File: src/rtl/boot_pkg.sv
// Shared boot-path definitions: loader state encoding and default image placement,
// used by boot_sram_loader, sram_write_cycle and the SPI flash boot reader.
package boot_pkg;

  localparam logic [15:0] BOOT_LOAD_BASE   = 16'hE000;
  localparam int          BOOT_LOAD_LENGTH = 8192;

  // LS_WRITE spans the SETUP/STROBE/HOLD phases sequenced by sram_write_cycle.
  typedef enum logic [2:0] {
    LS_WAIT_BYTE,
    LS_WRITE,
    LS_CHECK,
    LS_RELEASE,
    LS_DONE,
    LS_ERROR
  } load_state_t;

  typedef enum logic [1:0] {
    WP_IDLE,
    WP_SETUP,
    WP_STROBE,
    WP_HOLD
  } write_phase_t;

  function automatic logic releases_bus(load_state_t s);
    return (s == LS_RELEASE) || (s == LS_DONE) || (s == LS_ERROR);
  endfunction

endpackage

File: src/rtl/sram_write_cycle.sv
// One asynchronous SRAM write: SETUP (1 clk), STROBE (WE_CYCLES clks), HOLD (1 clk).
// o_last marks the HOLD clock so the caller can advance address/count with no idle gap.
module sram_write_cycle
  import boot_pkg::*;
#(
  parameter int WE_CYCLES = 2
) (
  input  logic clock,
  input  logic reset_n,
  input  logic i_start,
  output logic o_busy,
  output logic o_last,
  output logic o_ce_n,
  output logic o_we_n,
  output logic o_oe
);

  localparam int CNT_W = (WE_CYCLES > 1) ? $clog2(WE_CYCLES) : 1;

  write_phase_t     r_phase;
  write_phase_t     w_phase_next;
  logic [CNT_W-1:0] r_we_cnt;

  always_ff @(posedge clock) begin
    if (!reset_n) begin
      r_phase  <= WP_IDLE;
      r_we_cnt <= '0;
    end else begin
      r_phase  <= w_phase_next;
      r_we_cnt <= (r_phase == WP_STROBE) ? r_we_cnt + CNT_W'(1) : '0;
    end
  end

  always_comb begin
    w_phase_next = r_phase;
    case (r_phase)
      WP_IDLE:   if (i_start) w_phase_next = WP_SETUP;
      WP_SETUP:  w_phase_next = WP_STROBE;
      WP_STROBE: if (r_we_cnt == CNT_W'(WE_CYCLES - 1)) w_phase_next = WP_HOLD;
      WP_HOLD:   w_phase_next = WP_IDLE;
      default:   w_phase_next = WP_IDLE;
    endcase
  end

  always_comb begin
    o_busy = (r_phase != WP_IDLE);
    o_last = (r_phase == WP_HOLD);
    o_ce_n = (r_phase == WP_IDLE);
    o_oe   = (r_phase != WP_IDLE);
    o_we_n = (r_phase != WP_STROBE);
  end

endmodule

File: src/rtl/boot_sram_loader.sv
// Copies the flash boot image into SRAM while holding the CPU in reset, then releases both.
// Optional trailing checksum byte: define BOOT_SRAM_LOADER_CHECKSUM_EN.
module boot_sram_loader
  import boot_pkg::*;
#(
  parameter int                   ADDR_BITS      = 16,
  parameter logic [ADDR_BITS-1:0] LOAD_BASE      = ADDR_BITS'(BOOT_LOAD_BASE),
  parameter int                   LOAD_LENGTH    = BOOT_LOAD_LENGTH,
  parameter int                   WE_CYCLES      = 2,
  parameter int                   RELEASE_CYCLES = 16
) (
  input  logic                 clock,
  input  logic                 reset_n,
  input  logic [7:0]           byte_data,
  input  logic                 byte_valid,
  output logic                 byte_ready,
  output logic [ADDR_BITS-1:0] ram_addr,
  output logic [7:0]           ram_data,
  output logic                 ram_data_oe,
  output logic                 ram_ce_n,
  output logic                 ram_we_n,
  output logic                 bus_owned,
  output logic                 cpu_reset_n,
  output logic                 done,
  output logic                 error
);

  localparam int CNT_W = $clog2(LOAD_LENGTH + 1);
  localparam int REL_W = (RELEASE_CYCLES > 1) ? $clog2(RELEASE_CYCLES) : 1;

  load_state_t          r_state;
  load_state_t          w_state_next;
  logic                 r_byte_ready;
  logic [ADDR_BITS-1:0] r_addr;
  logic [7:0]           r_data;
  logic [CNT_W-1:0]     r_count;
  logic [REL_W-1:0]     r_rel_cnt;
`ifdef BOOT_SRAM_LOADER_CHECKSUM_EN
  logic [7:0]           r_sum;
`endif

  logic w_accept;
  logic w_start;
  logic w_wr_busy;
  logic w_wr_last;
  logic w_write_end;
  logic w_last_byte;

  assign w_accept    = byte_valid && r_byte_ready;
  assign w_start     = (r_state == LS_WAIT_BYTE) && w_accept && !w_wr_busy;
  assign w_write_end = (r_state == LS_WRITE) && w_wr_last;
  assign w_last_byte = (r_count == CNT_W'(LOAD_LENGTH - 1));

  sram_write_cycle #(
    .WE_CYCLES(WE_CYCLES)
  ) u_write_cycle (
    .clock  (clock),
    .reset_n(reset_n),
    .i_start(w_start),
    .o_busy (w_wr_busy),
    .o_last (w_wr_last),
    .o_ce_n (ram_ce_n),
    .o_we_n (ram_we_n),
    .o_oe   (ram_data_oe)
  );

  always_ff @(posedge clock) begin
    if (!reset_n) begin
      r_state      <= LS_WAIT_BYTE;
      r_byte_ready <= 1'b0;
      r_addr       <= LOAD_BASE;
      r_data       <= '0;
      r_count      <= '0;
      r_rel_cnt    <= '0;
    end else begin
      r_state      <= w_state_next;
      // Registered from the next state so ready drops the clock after a handshake.
      r_byte_ready <= (w_state_next == LS_WAIT_BYTE) || (w_state_next == LS_CHECK);
      if (w_start) r_data <= byte_data;
      if (w_write_end) begin
        r_count <= r_count + CNT_W'(1);
        if (r_addr != '1) r_addr <= r_addr + ADDR_BITS'(1);
      end
      r_rel_cnt <= (r_state == LS_RELEASE) ? r_rel_cnt + REL_W'(1) : '0;
    end
  end

`ifdef BOOT_SRAM_LOADER_CHECKSUM_EN
  always_ff @(posedge clock) begin
    if (!reset_n)     r_sum <= '0;
    else if (w_start) r_sum <= r_sum + byte_data;
  end
`endif

  always_comb begin
    w_state_next = r_state;
    case (r_state)
      LS_WAIT_BYTE: if (w_start) w_state_next = LS_WRITE;
      LS_WRITE: begin
        if (w_wr_last) begin
          if (!w_last_byte)   w_state_next = LS_WAIT_BYTE;
`ifdef BOOT_SRAM_LOADER_CHECKSUM_EN
          else                w_state_next = LS_CHECK;
`else
          else                w_state_next = LS_RELEASE;
`endif
        end
      end
`ifdef BOOT_SRAM_LOADER_CHECKSUM_EN
      LS_CHECK: if (w_accept) w_state_next = (byte_data == r_sum) ? LS_RELEASE : LS_ERROR;
`endif
      LS_RELEASE: if (r_rel_cnt == REL_W'(RELEASE_CYCLES - 1)) w_state_next = LS_DONE;
      default: w_state_next = r_state;
    endcase
  end

  always_comb begin
    byte_ready  = r_byte_ready;
    ram_addr    = r_addr;
    ram_data    = r_data;
    bus_owned   = !releases_bus(r_state);
    cpu_reset_n = (r_state == LS_DONE);
    done        = (r_state == LS_DONE);
`ifdef BOOT_SRAM_LOADER_CHECKSUM_EN
    error       = (r_state == LS_ERROR);
`else
    error       = 1'b0;
`endif
  end

endmodule

File: config.mk
export PLATFORM = sky130hd
export DESIGN_NAME = boot_sram_loader
export DESIGN_NICKNAME = d
export VERILOG_FILES = /design/src/rtl/boot_pkg.sv /design/src/rtl/sram_write_cycle.sv /design/src/rtl/boot_sram_loader.sv
export SDC_FILE = /design/constraint.sdc
export NUM_CORES = 1
export LEC_CHECK = 0
export ABC_AREA = 1
export CORE_MARGIN = 8
export CORE_UTILIZATION = 47
export CTS_CLUSTER_SIZE = 12
export DETAILED_ROUTE_END_ITERATION = 8
export GPL_ROUTABILITY_DRIVEN = 0
export PLACE_DENSITY = 0.75
export SYNTH_ARGS = -nofsm -noshare
export SYNTH_HDL_FRONTEND = slang
export SYNTH_SLANG_ARGS = --single-unit
File: constraint.sdc
create_clock -name clock -period 1.3 [get_ports clock]
set_input_delay 0.39 -clock clock [delete_from_list [all_inputs] [get_ports clock]]
set_output_delay 0.39 -clock clock [all_outputs]
set_load 0.05 [all_outputs]
After elaboration in Yosys (flattened, before gate mapping)
Cells that the tools add are included.

cells by class
  add/sub/neg operators = 4
  eq/ne operators = 14
  mux-type cells = 8
  reductions and logical operators = 17

operators by type and width
  kind                                                                     number
  16-bit by 1-bit adder with 16-bit output, second input constant          1
  16-bit inequality test, second input constant                            1
  14-bit by 1-bit adder with 14-bit output, second input constant          1
  14-bit by 13-bit == test with 1-bit output, second input constant        1
  3-bit 2-to-1 mux                                                         3
  3-bit one-hot mux with 3 select lines                                    1
  2-bit one-hot mux with 4 select lines                                    1
  2-bit AND reduction                                                      4
  3-bit by 2-bit == test with 1-bit output, second input constant          2
  3-bit == test, second input constant                                     2
  3-bit zero test                                                          2
  2-bit 2-to-1 mux                                                         3
  4-bit by 1-bit adder with 4-bit output, second input constant            1
  2-bit == test, second input constant                                     2
  4-bit == test, second input constant                                     1
  1-bit logical AND                                                        4
  2-bit by 1-bit inequality test with 1-bit output, second input constant  2
  3-bit by 1-bit == test with 1-bit output, second input constant          1
  1-bit logical OR                                                         3
  2-bit by 1-bit == test with 1-bit output, second input constant          1
  1-bit zero test                                                          2
  2-bit zero test                                                          1
  2-bit inequality test, second input constant                             1
  2-bit nonzero test                                                       1
  1-bit adder, second input constant                                       1

storage, ports and cells
  register bits = 49
  input bits = 11

Longest topological paths before layout
Gate-level depths: netlist of the first run.

  word-level depth = 7
  gate-level depth with buffers = 10
  gate-level depth less buffers = 10

By module
A second synthesis of the first run with hierarchy kept.

second synthesis, totals
  cell total of the unflattened synthesis = 400
  area total of the unflattened synthesis = 2585.0 sq um

by module, submodules not included
  module            times used  cells an instance  area each (sq um)  seq. area each (sq um)
  boot_sram_loader  1           375                2399.8             920.9
  sram_write_cycle  1           25                 185.2              60.1

Worst setup path before layout of the first run
OpenSTA, ideal clock, no wires.

  path kind = reg-to-output
  from = register r_state[2]
  to = output port done
  arrival = 1.917 ns
  data required time = 0.910 ns
  setup slack = -1.007 ns
  stages on the path, launching flop included = 4
  buffers on the path = 1
  path through = dfxtp_1 inv_2 nor3_1 buf_4

on the way
  cells in the longest elaborated chain, start to end = 1

ends and longest elaborated chain
  item                    RTL line                RTL
  from (decl)             boot_sram_loader.sv:31  load_state_t r_state;
  from (signal assigned)  boot_sram_loader.sv:76  r_state <= w_state_next;
  3-bit == test           n/a
  to (decl)               boot_sram_loader.sv:24  output logic done,

Every way passes these cells.

Worst setup path after layout of the first run
  from = register u_write_cycle.r_phase[1]
  to = output port ram_ce_n

on the way
  cells in the longest elaborated chain, start to end = 1

ends and longest elaborated chain
  item                    RTL line                RTL
  from (decl)             sram_write_cycle.sv:20  write_phase_t r_phase;
  from (signal assigned)  sram_write_cycle.sv:29  r_phase <= w_phase_next;
  2-bit zero test         sram_write_cycle.sv:48  o_ce_n = (r_phase == WP_IDLE);
  to (decl)               boot_sram_loader.sv:20  output logic ram_ce_n,

Every way passes these cells.

==> impl_metrics.tcl, run 1 <==
set metrics [dict create \
    wl_met2_um 4945 \
    slew_viol_final 0 \
    dp.cells 519 \
    synth_fp_nets 373 \
    clockBufferDepth 2 \
    gr-usage-all-layers 0.2027 \
    synth_simple_gate_area_share 0.3538 \
    post-route-drc-count 0 \
    synth-xor-area-share 0.02513 \
    routed_wl_um 9076 \
    yosys-top-cells-area "dfxtp_1, nand2_1, nor2_1" \
    drv_cap 0 \
    met1_length_um 3269 \
    total_power_w 0.004689 \
    topRoutingLayerUsed "met4" \
    vias 2978 \
    ant_nets 0 \
    critical_path_arrival_ns 1.26 \
    period_needed_ns 1.647 \
    drt_iter0_markers 173 \
    grt_pass1_wl_um 12410 \
    postSynth.asyncResetShare 0 \
    root_buffer "clkbuf_8" \
    synth_fa_ha_area_frac 0.03590 \
    overflow 0 \
    drtPass1Iterations 4 \
    finalNetCount 505 \
    critPathMaxFanout 2 \
    coreArea_um2 5075 \
    worst_setup_path_start_kind "flip-flop" \
    die-area_um2 7753 \
    crit_type "reg2out" \
    initial_core_util 0.4808 \
    max_freq_ghz 0.6072 \
    final_hold_viol_count 0 \
    setup_ws_ns -0.3470 \
    grt_pass1_vias 2850 \
    drive_gt1_frac 0.4631 \
    antenna_found_initial 0 \
    cts_buffers 5 \
    dp_slack_ns -0.3551 \
    post_drt_wl_per_cell_um 16.27 \
    final_cell_mix "nand2_1, buf_4, nor2_1" \
    ys.flop_type "dfxtp_1" \
    ys_ff_latch 49 \
    cts_num_sinks 49 \
    synthToLayoutAreaGrowth_pct 83.64 \
    grt_max_degree 27 \
    yosysUniqueCellTypes 32 \
    rsz0062_at_grt "true" \
    synth_top_cell_area_share 0.4021 \
    htreeDepth 2 \
    stdcell_count 558 \
    synth_warnings 0 \
    setup_viol 62 \
    power_density_nw_per_um2 1047 \
    seq_area_um2 1051 \
    met3WireLength_um 535 \
    critPathRequiredTime_ns 0.91 \
    ios 43 \
    muxShareOfSynthArea 0 \
    utilization 0.8829 \
    final_common_cell "nand2_1" \
    syn_avg_cell_area_um2 6.873 \
    end_kind "output port" \
    finalClockSkew_ns 0.008992 \
    yosys.area.top_type "dfxtp_1" \
    synth_edf_count 0 \
    synth-compound-area-share 0.1031 \
    num_rows 26 \
    yosysSeqAreaShare 0.4021 \
    num_antenna_cells 0 \
    netlist_area_um2 2440 \
    hp-class "reg2reg" \
    die_y_um 88.05 \
    die_w_um 88.05 \
    path_clk_slew_ns 0.09 \
    port-buffer-count 41 \
    cts_tree "done" \
    p_leak_nw 1.895 \
    nFillCells 231 \
    synthCells 355 \
    max-vdd-ir-drop_v 0.001442 \
    via_per_inst 5.337 \
    multi_input_area_um2 1503 \
    worstSkewPairLatency_ns 0.31 \
    status "finished with violations" \
    failed_checks "negative setup slack" \
    fin_crit_sh 1.267 \
    ctsHoldBuffers 0 \
    dp_hpwl_um 5190 \
    synth_top_family_by_area "simple AND/OR/NAND/NOR gates" \
]
flip-flops by register name (all words and copies together), names as in the netlist, named ones only:
name                    cells
u_write_cycle.r_we_cnt      1
u_write_cycle.r_phase       2
r_state                     2
r_count                    14
ram_data                    8
byte_ready                  1
r_rel_cnt                   4
ram_addr                   16
area by class of cell:
class / instances / area share
Sequential cell: 49 / 0.2346
Inverter: 37 / 0.03630
Multi-Input combinational cell: 261 / 0.3354
Clock buffer: 5 / 0.01536
Clock inverter: 3 / 0.01452
Timing Repair Buffer: 133 / 0.3443
Tap cell: 70 / 0.01955
synth_stat cells (5+ instances only):
cell type / number
nor2_1: 61
nor3_1: 6
nand3_1: 18
nand4_1: 8
nor2_2: 5
ha_1: 7
a21oi_1: 20
inv_1: 33
xor2_1: 5
dfxtp_1: 49
nand2_1: 90
o21ai_0: 19
kinds of logic after synthesis:
kind of cell | Yosys count
AOI/OAI and AO/OA | 46
adders and majority gates | 7
DFF | 49
xor gates and xnor gates | 7
and+or+nand+nor | 200
buffers and inverters | 45
other | 1
power breakdown:
| group | internal (W) | total (W) | switching (W) | leakage (nW) |
|---|---|---|---|---|
| combinational | 0.000817 | 0.00170 | 0.000887 | 1.42 |
| clock | 0.000765 | 0.00131 | 0.000541 | 0.0681 |
| sequential | 0.00158 | 0.00168 | 0.0000984 | 0.411 |
worst max-delay path, stage by stage, from the launching register on:
cell and delay, ns:
dfxtp_2 0.36, buf_6 0.11, inv_4 0.03, ha_4 0.16, buf_4 0.14, buf_12 0.14
path summary, 6_finish.rpt:
path                            start           to  slack, ns  depth (start not counted)
max          u_write_cycle.r_phase[1]     ram_ce_n      -0.35                          5
min reg2reg                r_count[0]   r_count[0]       0.47                          1
max reg2reg  u_write_cycle.r_phase[1]  ram_addr[7]      -0.30                          9
min                        r_count[0]   r_count[0]       0.47                          1
stage by stage:
step	TNS [ns]	hold WS, ns	area, µm²
floorplan	-3.928	0.4179	2595
detailed placement	-8.266	0.4483	3842
CTS	-7.126	0.4504	4225
global route	-12.68	0.4827	4481
global placement	-6.306	0.4291	3842
finish	-9.311	0.4727	4481
layer usage:
| layer | up-vias | GRT usage |
|---|---|---|
| met5 | - | 0 |
| met2 | 141 | 0.4056 |
| met3 | 35 | 0.04409 |
| met4 | 0 | 0.08909 |
| met1 | 1408 | 0.1894 |
| li1 | 1394 | - |
timing repair:
action,CTS,global route
pin swaps,6,8
setup buffers,12,27
gates resized for setup,50,46
setup endpoints to repair,61,67
No activity file was read; power rests on OpenSTA's default activity.
==> run 2: changes to the inputs <==
--- a/config.mk
+++ b/config.mk
@@ -6,11 +6,12 @@
 export NUM_CORES = 1
 export LEC_CHECK = 0
 export ABC_AREA = 1
-export CORE_MARGIN = 8
+export CORE_MARGIN = 2
 export CORE_UTILIZATION = 47
 export CTS_CLUSTER_SIZE = 12
 export DETAILED_ROUTE_END_ITERATION = 8
 export GPL_ROUTABILITY_DRIVEN = 0
+export MAX_ROUTING_LAYER = met4
 export PLACE_DENSITY = 0.75
 export SYNTH_ARGS = -nofsm -noshare
 export SYNTH_HDL_FRONTEND = slang
==> impl_metrics.tcl, run 2 <==
set metrics [dict create \
    status "aborted with a tool error" \
    stop_stage "5_1_grt" \
    error "[ERROR DPL-0038] Utilization greater than 100%, impossible to legalize" \
    postSynth.asyncResetShare 0 \
    die_w_um 76.05 \
    ctsHoldBuffers 0 \
    ys.flop_type "dfxtp_1" \
    htreeDepth 2 \
    yosys-top-cells-area "dfxtp_1, nand2_1, nor2_1" \
    synth_edf_count 0 \
    synthCells 355 \
    yosysUniqueCellTypes 32 \
    synth_top_cell_area_share 0.4021 \
    worst_endpoint "cpu_reset_n" \
    cts_buffers 5 \
    dp_slack_ns -0.3900 \
    yosys.area.top_type "dfxtp_1" \
    initial_core_util 0.4839 \
    grt_max_degree 30 \
    endpoint_type "output port" \
    cts_num_sinks 49 \
    netlist_area_um2 2440 \
    yosysSeqAreaShare 0.4021 \
    root_buffer "clkbuf_8" \
    syn_avg_cell_area_um2 6.873 \
    num_rows 26 \
    synth_fp_nets 373 \
    netlist_top_cells_count "nand2_1, nor2_1, dfxtp_1" \
    ys_ff_latch 49 \
    synth_most_common_cell "nand2_1" \
    clockBufferDepth 2 \
    dp_hpwl_um 4833 \
    port-buffer-count 41 \
    die_y_um 76.05 \
    synth_warnings 0 \
    ios 43 \
]
[run 2: kinds of logic after synthesis]
logic type,synth area share
AO/OA/AOI/OAI,0.1031
other,0.001537
XOR/XNOR,0.02513
buffers and inverters,0.07846
adder cells (fa/ha/maj),0.03590
AND/OR/NAND/NOR,0.3539
flip-flops,0.4021
[run 2: repair_timing]
item | 4_1_cts
gates resized for setup | 94
gates cloned | 3
setup buffers | 30
pin swaps | 21
endpoints found under the setup margin | 63
[run 2: per-stage QoR]
step,hold slack [ns],util,cell area (µm²),std cells
2_1_floorplan,0.4179,-,2595,355
3_5_place_dp,0.4478,0.7576,3820,516
4_1_cts,0.4607,0.8978,4527,557
3_3_place_gp,0.4281,0.7576,3820,516
==> run 3: changes to the inputs <==
--- a/config.mk
+++ b/config.mk
@@ -7,12 +7,10 @@
 export LEC_CHECK = 0
 export ABC_AREA = 1
 export CORE_MARGIN = 2
-export CORE_UTILIZATION = 47
-export CTS_CLUSTER_SIZE = 12
+export CORE_UTILIZATION = 32
 export DETAILED_ROUTE_END_ITERATION = 8
 export GPL_ROUTABILITY_DRIVEN = 0
-export MAX_ROUTING_LAYER = met4
-export PLACE_DENSITY = 0.75
+export PLACE_DENSITY_LB_ADDON = 0.15
 export SYNTH_ARGS = -nofsm -noshare
 export SYNTH_HDL_FRONTEND = slang
 export SYNTH_SLANG_ARGS = --single-unit
==> constraint.sdc (replaced) <==
create_clock -name clock -period 1.69 [get_ports clock]
set_input_delay 0.507 -clock clock [delete_from_list [all_inputs] [get_ports clock]]
set_output_delay 0.507 -clock clock [all_outputs]
set_load 0.05 [all_outputs]
==> impl_metrics.tcl, run 3 (synthesis gave the netlist of run 1 again) <==
set metrics [dict create \
    status "completed" \
    setup_ws_ns 0.02889 \
    cts_tree "done" \
    ff2ff_setup_slack_ns 0.17 \
    htreeDepth 2 \
    worst_setup_path_start_kind "flip-flop" \
    drtPass1Iterations 4 \
    die_y_um 91.32 \
    cts_buffers 5 \
    path_clk_slew_ns 0.09 \
    wl_met2_um 2779 \
    tns_ns 0 \
    gr-usage-all-layers 0.1467 \
    finalClockSkew_ns 0.01337 \
    drt_iter0_markers 79 \
    nFillCells 721 \
    worstSkewPairLatency_ns 0.31 \
    critPathRequiredTime_ns 1.18 \
    end_kind "output port" \
    drv_cap 0 \
    max_freq_ghz 0.6020 \
    slew_viol_final 0 \
    port-buffer-count 41 \
    max-vdd-ir-drop_v 0.0005533 \
    ios 43 \
    met1_length_um 2709 \
    crit_type "reg2out" \
    period_needed_ns 1.661 \
    die_w_um 91.32 \
    rsz0062_at_grt "true" \
    hp-class "reg2reg" \
    setup_viol 0 \
    crit_slowest_cell "dfxtp_2" \
    num_rows 31 \
    total_power_w 0.003087 \
    num_antenna_cells 0 \
    worstPathCellList "inv_2, ha_4, clkinvlp_4, buf_12" \
    routed_wl_um 5761 \
    die-area_um2 8339 \
    final_common_cell "nand2_1" \
    final_hold_viol_count 0 \
    grt_pass1_vias 2264 \
    coreArea_um2 7331 \
    dp_hpwl_um 4318 \
    ctsHoldBuffers 0 \
    dp_slack_ns -0.04649 \
    clockBufferDepth 2 \
    root_buffer "clkbuf_8" \
    post_drt_wl_per_cell_um 11.02 \
    grt_max_degree 19 \
    power_density_nw_per_um2 849.7 \
    critPathMaxFanout 3 \
    drive_gt1_frac 0.2500 \
    synthToLayoutAreaGrowth_pct 48.92 \
    multi_input_area_um2 1323 \
    critical_path_arrival_ns 1.15 \
    grt_pass1_wl_um 10100 \
    cts_num_sinks 49 \
    ant_nets 0 \
    overflow 0 \
    finalNetCount 441 \
    largest_reg_flops 16 \
    topRoutingLayerUsed "met4" \
    initial_core_util 0.3328 \
    p_leak_nw 1.498 \
    post-route-drc-count 0 \
    antenna_found_initial 0 \
    fin_crit_sh 0.9829 \
    vias 2358 \
    met3WireLength_um 212 \
    via_per_inst 4.509 \
    seq_area_um2 1001 \
    final_cell_mix "nand2_1, nor2_1, dfxtp_1" \
    slowest_delay_ns 0.34 \
]
run 3: path summary, 6_finish.rpt:
kind / cells after the start / start / endpoint
setup / recovery: 4 / u_write_cycle.r_phase[1] / ram_data_oe
hold / removal: 1 / r_rel_cnt[0] / r_rel_cnt[0]
setup reg to reg: 11 / ram_addr[0] / ram_addr[12]
hold reg to reg: 1 / r_rel_cnt[0] / r_rel_cnt[0]
run 3: final cells by class:
class                      count  area share
multi-input combinational    261      0.3640
sequential                    49      0.2755
timing repair buffer          69      0.2631
inverter                      37     0.04063
tap                           99     0.03409
clock buffer                   6     0.01997
clock inverter                 2    0.002755
run 3: what timing repair did:
item / in CTS / in global routing
gates resized for setup: 9 / 11
setup buffers: 2 / 3
setup endpoints to repair: 5 / 6
pin swaps: 1 / 1
run 3: where the power goes:
| group | leakage, nW | switching (W) | internal [W] |
|---|---|---|---|
| logic | 1.05 | 0.000577 | 0.000511 |
| clock network | 0.0450 | 0.000397 | 0.000288 |
| registers | 0.402 | 0.0000794 | 0.00123 |
| total | 1.50 | 0.00105 | 0.00203 |
run 3: layer usage:
| layer | up-vias | track usage |
|---|---|---|
| met3 | 4 | 0.03237 |
| met2 | 40 | 0.2537 |
| met1 | 1051 | 0.1812 |
| li1 | 1263 | - |
| met5 | - | 0 |
| met4 | 0 | 0.04545 |
run 3: through the flow:
stage	hold WS, ns	instances	cell area (µm²)	utilization
after floorplan	0.4179	355	2481	-
after global placement	0.4350	510	3471	0.4735
after detailed placement	0.4445	510	3471	0.4735
after CTS	0.4586	520	3578	0.4881
after global routing	0.4742	523	3633	0.4956
final	0.4565	523	3633	0.4956
run 3: worst max-delay path, delay by kind of cell, from the launching register on:
family                     cells  cell delay [ns]
adders and majority gates      1             0.17
buffers and inverters          3             0.34
DFF                            1             0.34
==> run 4: changes to the inputs <==
==> constraint.sdc (replaced) <==
create_clock -name clock -period 1.7 [get_ports clock]
set_input_delay 0.51 -clock clock [delete_from_list [all_inputs] [get_ports clock]]
set_output_delay 0.51 -clock clock [all_outputs]
set_load 0.05 [all_outputs]
==> impl_metrics.tcl, run 4 (synthesis gave the netlist of run 1 again) <==
set metrics [dict create \
    grt_max_degree 19 \
    path_clk_slew_ns 0.08 \
    gr-usage-all-layers 0.1453 \
    root_buffer "clkbuf_8" \
    final_common_cell "nand2_1" \
    hold_slack_ns 0.4567 \
    cts_buffers 5 \
    fin_crit_sh 0.9887 \
    post-route-drc-count 0 \
    htreeDepth 2 \
    setup_viol 0 \
    slowest_delay_ns 0.34 \
    final_cell_mix "nand2_1, nor2_1, dfxtp_1" \
    stdcell_count 523 \
    critical_path_arrival_ns 1.17 \
    port-buffer-count 41 \
    num_rows 31 \
    drive_gt1_frac 0.2500 \
    grt_pass1_wl_um 10030 \
    crit_type "reg2out" \
    ant_nets 0 \
    r2r_cells 7 \
    slew_viol_final 0 \
    timing.rr.start "r_state[2]" \
    finalNetCount 441 \
    drt_iter0_markers 69 \
    num_antenna_cells 0 \
    ios 43 \
    critPathRequiredTime_ns 1.19 \
    overflow 0 \
    max_freq_ghz 0.5949 \
    die_y_um 91.32 \
    rsz0062_at_grt "true" \
    whs_endpoint "r_rel_cnt[0]" \
    crit-reg2reg-capture "r_count[10]" \
    final_hold_viol_count 0 \
    initial_core_util 0.3328 \
    period_needed_ns 1.681 \
    antenna_found_initial 0 \
    ff2ff_setup_slack_ns 0.16 \
    total_power_w 0.003097 \
    worstHoldPathCells 1 \
    critPathMaxFanout 4 \
    critical_path.top_delay_family "buffers and inverters" \
    clockBufferDepth 2 \
    end_kind "output port" \
    cp_num_buf_inv 3 \
    drv_cap 0 \
    vias 2344 \
    utilization 0.4968 \
    status "completed" \
    max-vdd-ir-drop_v 0.0004905 \
    drtPass1Iterations 6 \
    synthToLayoutAreaGrowth_pct 49.28 \
    coreArea_um2 7331 \
    worst_setup_path_start_kind "flip-flop" \
    dp_hpwl_um 4305 \
    via_per_inst 4.482 \
    worstSkewPairLatency_ns 0.30 \
    die_w_um 91.32 \
    routed_wl_um 5716 \
    p_leak_nw 1.501 \
    power_density_nw_per_um2 850.3 \
    cts_num_sinks 49 \
    worstPathCellList "inv_4, ha_4, clkinvlp_4, buf_12" \
    finalClockSkew_ns 0.007001 \
    dp_slack_ns -0.04764 \
    setup_ws_ns 0.01914 \
    crit_slowest_cell "dfxtp_2" \
    dp.cells 510 \
    cts_tree "done" \
    grt_pass1_vias 2265 \
    min-delay-start "r_rel_cnt[0]" \
    largest_reg_flops 16 \
    post_drt_wl_per_cell_um 10.93 \
    hp-class "reg2reg" \
    die-area_um2 8339 \
]
[run 4: layout make-up]
cell class / count / area, µm²
clock buffers: 6 / 72.57
fillers: 712 / 3689
repair buffers: 69 / 968.4
well taps: 99 / 123.9
inverters: 37 / 147.6
clock inverters: 2 / 10.01
multi-input cells: 261 / 1320
flip-flops and latches: 49 / 999.7
[run 4: through the flow]
| stage | setup TNS (ns) | instance area (µm²) |
|---|---|---|
| finish | 0 | 3642 |
| CTS | -0.008488 | 3607 |
| global route | -0.02642 | 3642 |
| global placement | 0 | 3471 |
| floorplan | -0.01763 | 2481 |
| detailed placement | -0.3103 | 3471 |
[run 4: worst max path at each step]
stage                              from          end  slack (ns)  depth (start not counted)
2_1_floorplan                r_state[2]         done       -0.02                          3
5_1_grt        u_write_cycle.r_phase[0]  ram_data_oe       -0.02                          4
3_5_place_dp                 byte_valid  ram_data[6]       -0.05                          6
6_report       u_write_cycle.r_phase[0]  ram_data_oe        0.02                          4
3_3_place_gp                 byte_valid  ram_data[1]       0.001                          6
4_1_cts        u_write_cycle.r_phase[0]  ram_data_oe      -0.005                          4
[run 4: layer usage]
layer	up-vias	global-route usage	part of all wire
met2	36	0.2549	0.48
met3	5	0.03237	0.036
met1	1045	0.1751	0.47
li1	1258	-	-
met5	-	0	0
met4	0	0.04798	0.010
[run 4: what timing repair did]
item                                    in CTS  in global routing
endpoints found under the setup margin       5                  2
pin swaps                                    1                  1
endpoints found under the hold margin        0                  0
hold buffers                                 0                  0
buffers inserted                             4                  1
resized for setup                           10                  9
[run 4: power breakdown]
| group | switching (W) | internal (W) |
|---|---|---|
| Combinational | 0.000578 | 0.000536 |
| Sequential | 0.0000787 | 0.00123 |
| Clock | 0.000390 | 0.000286 |
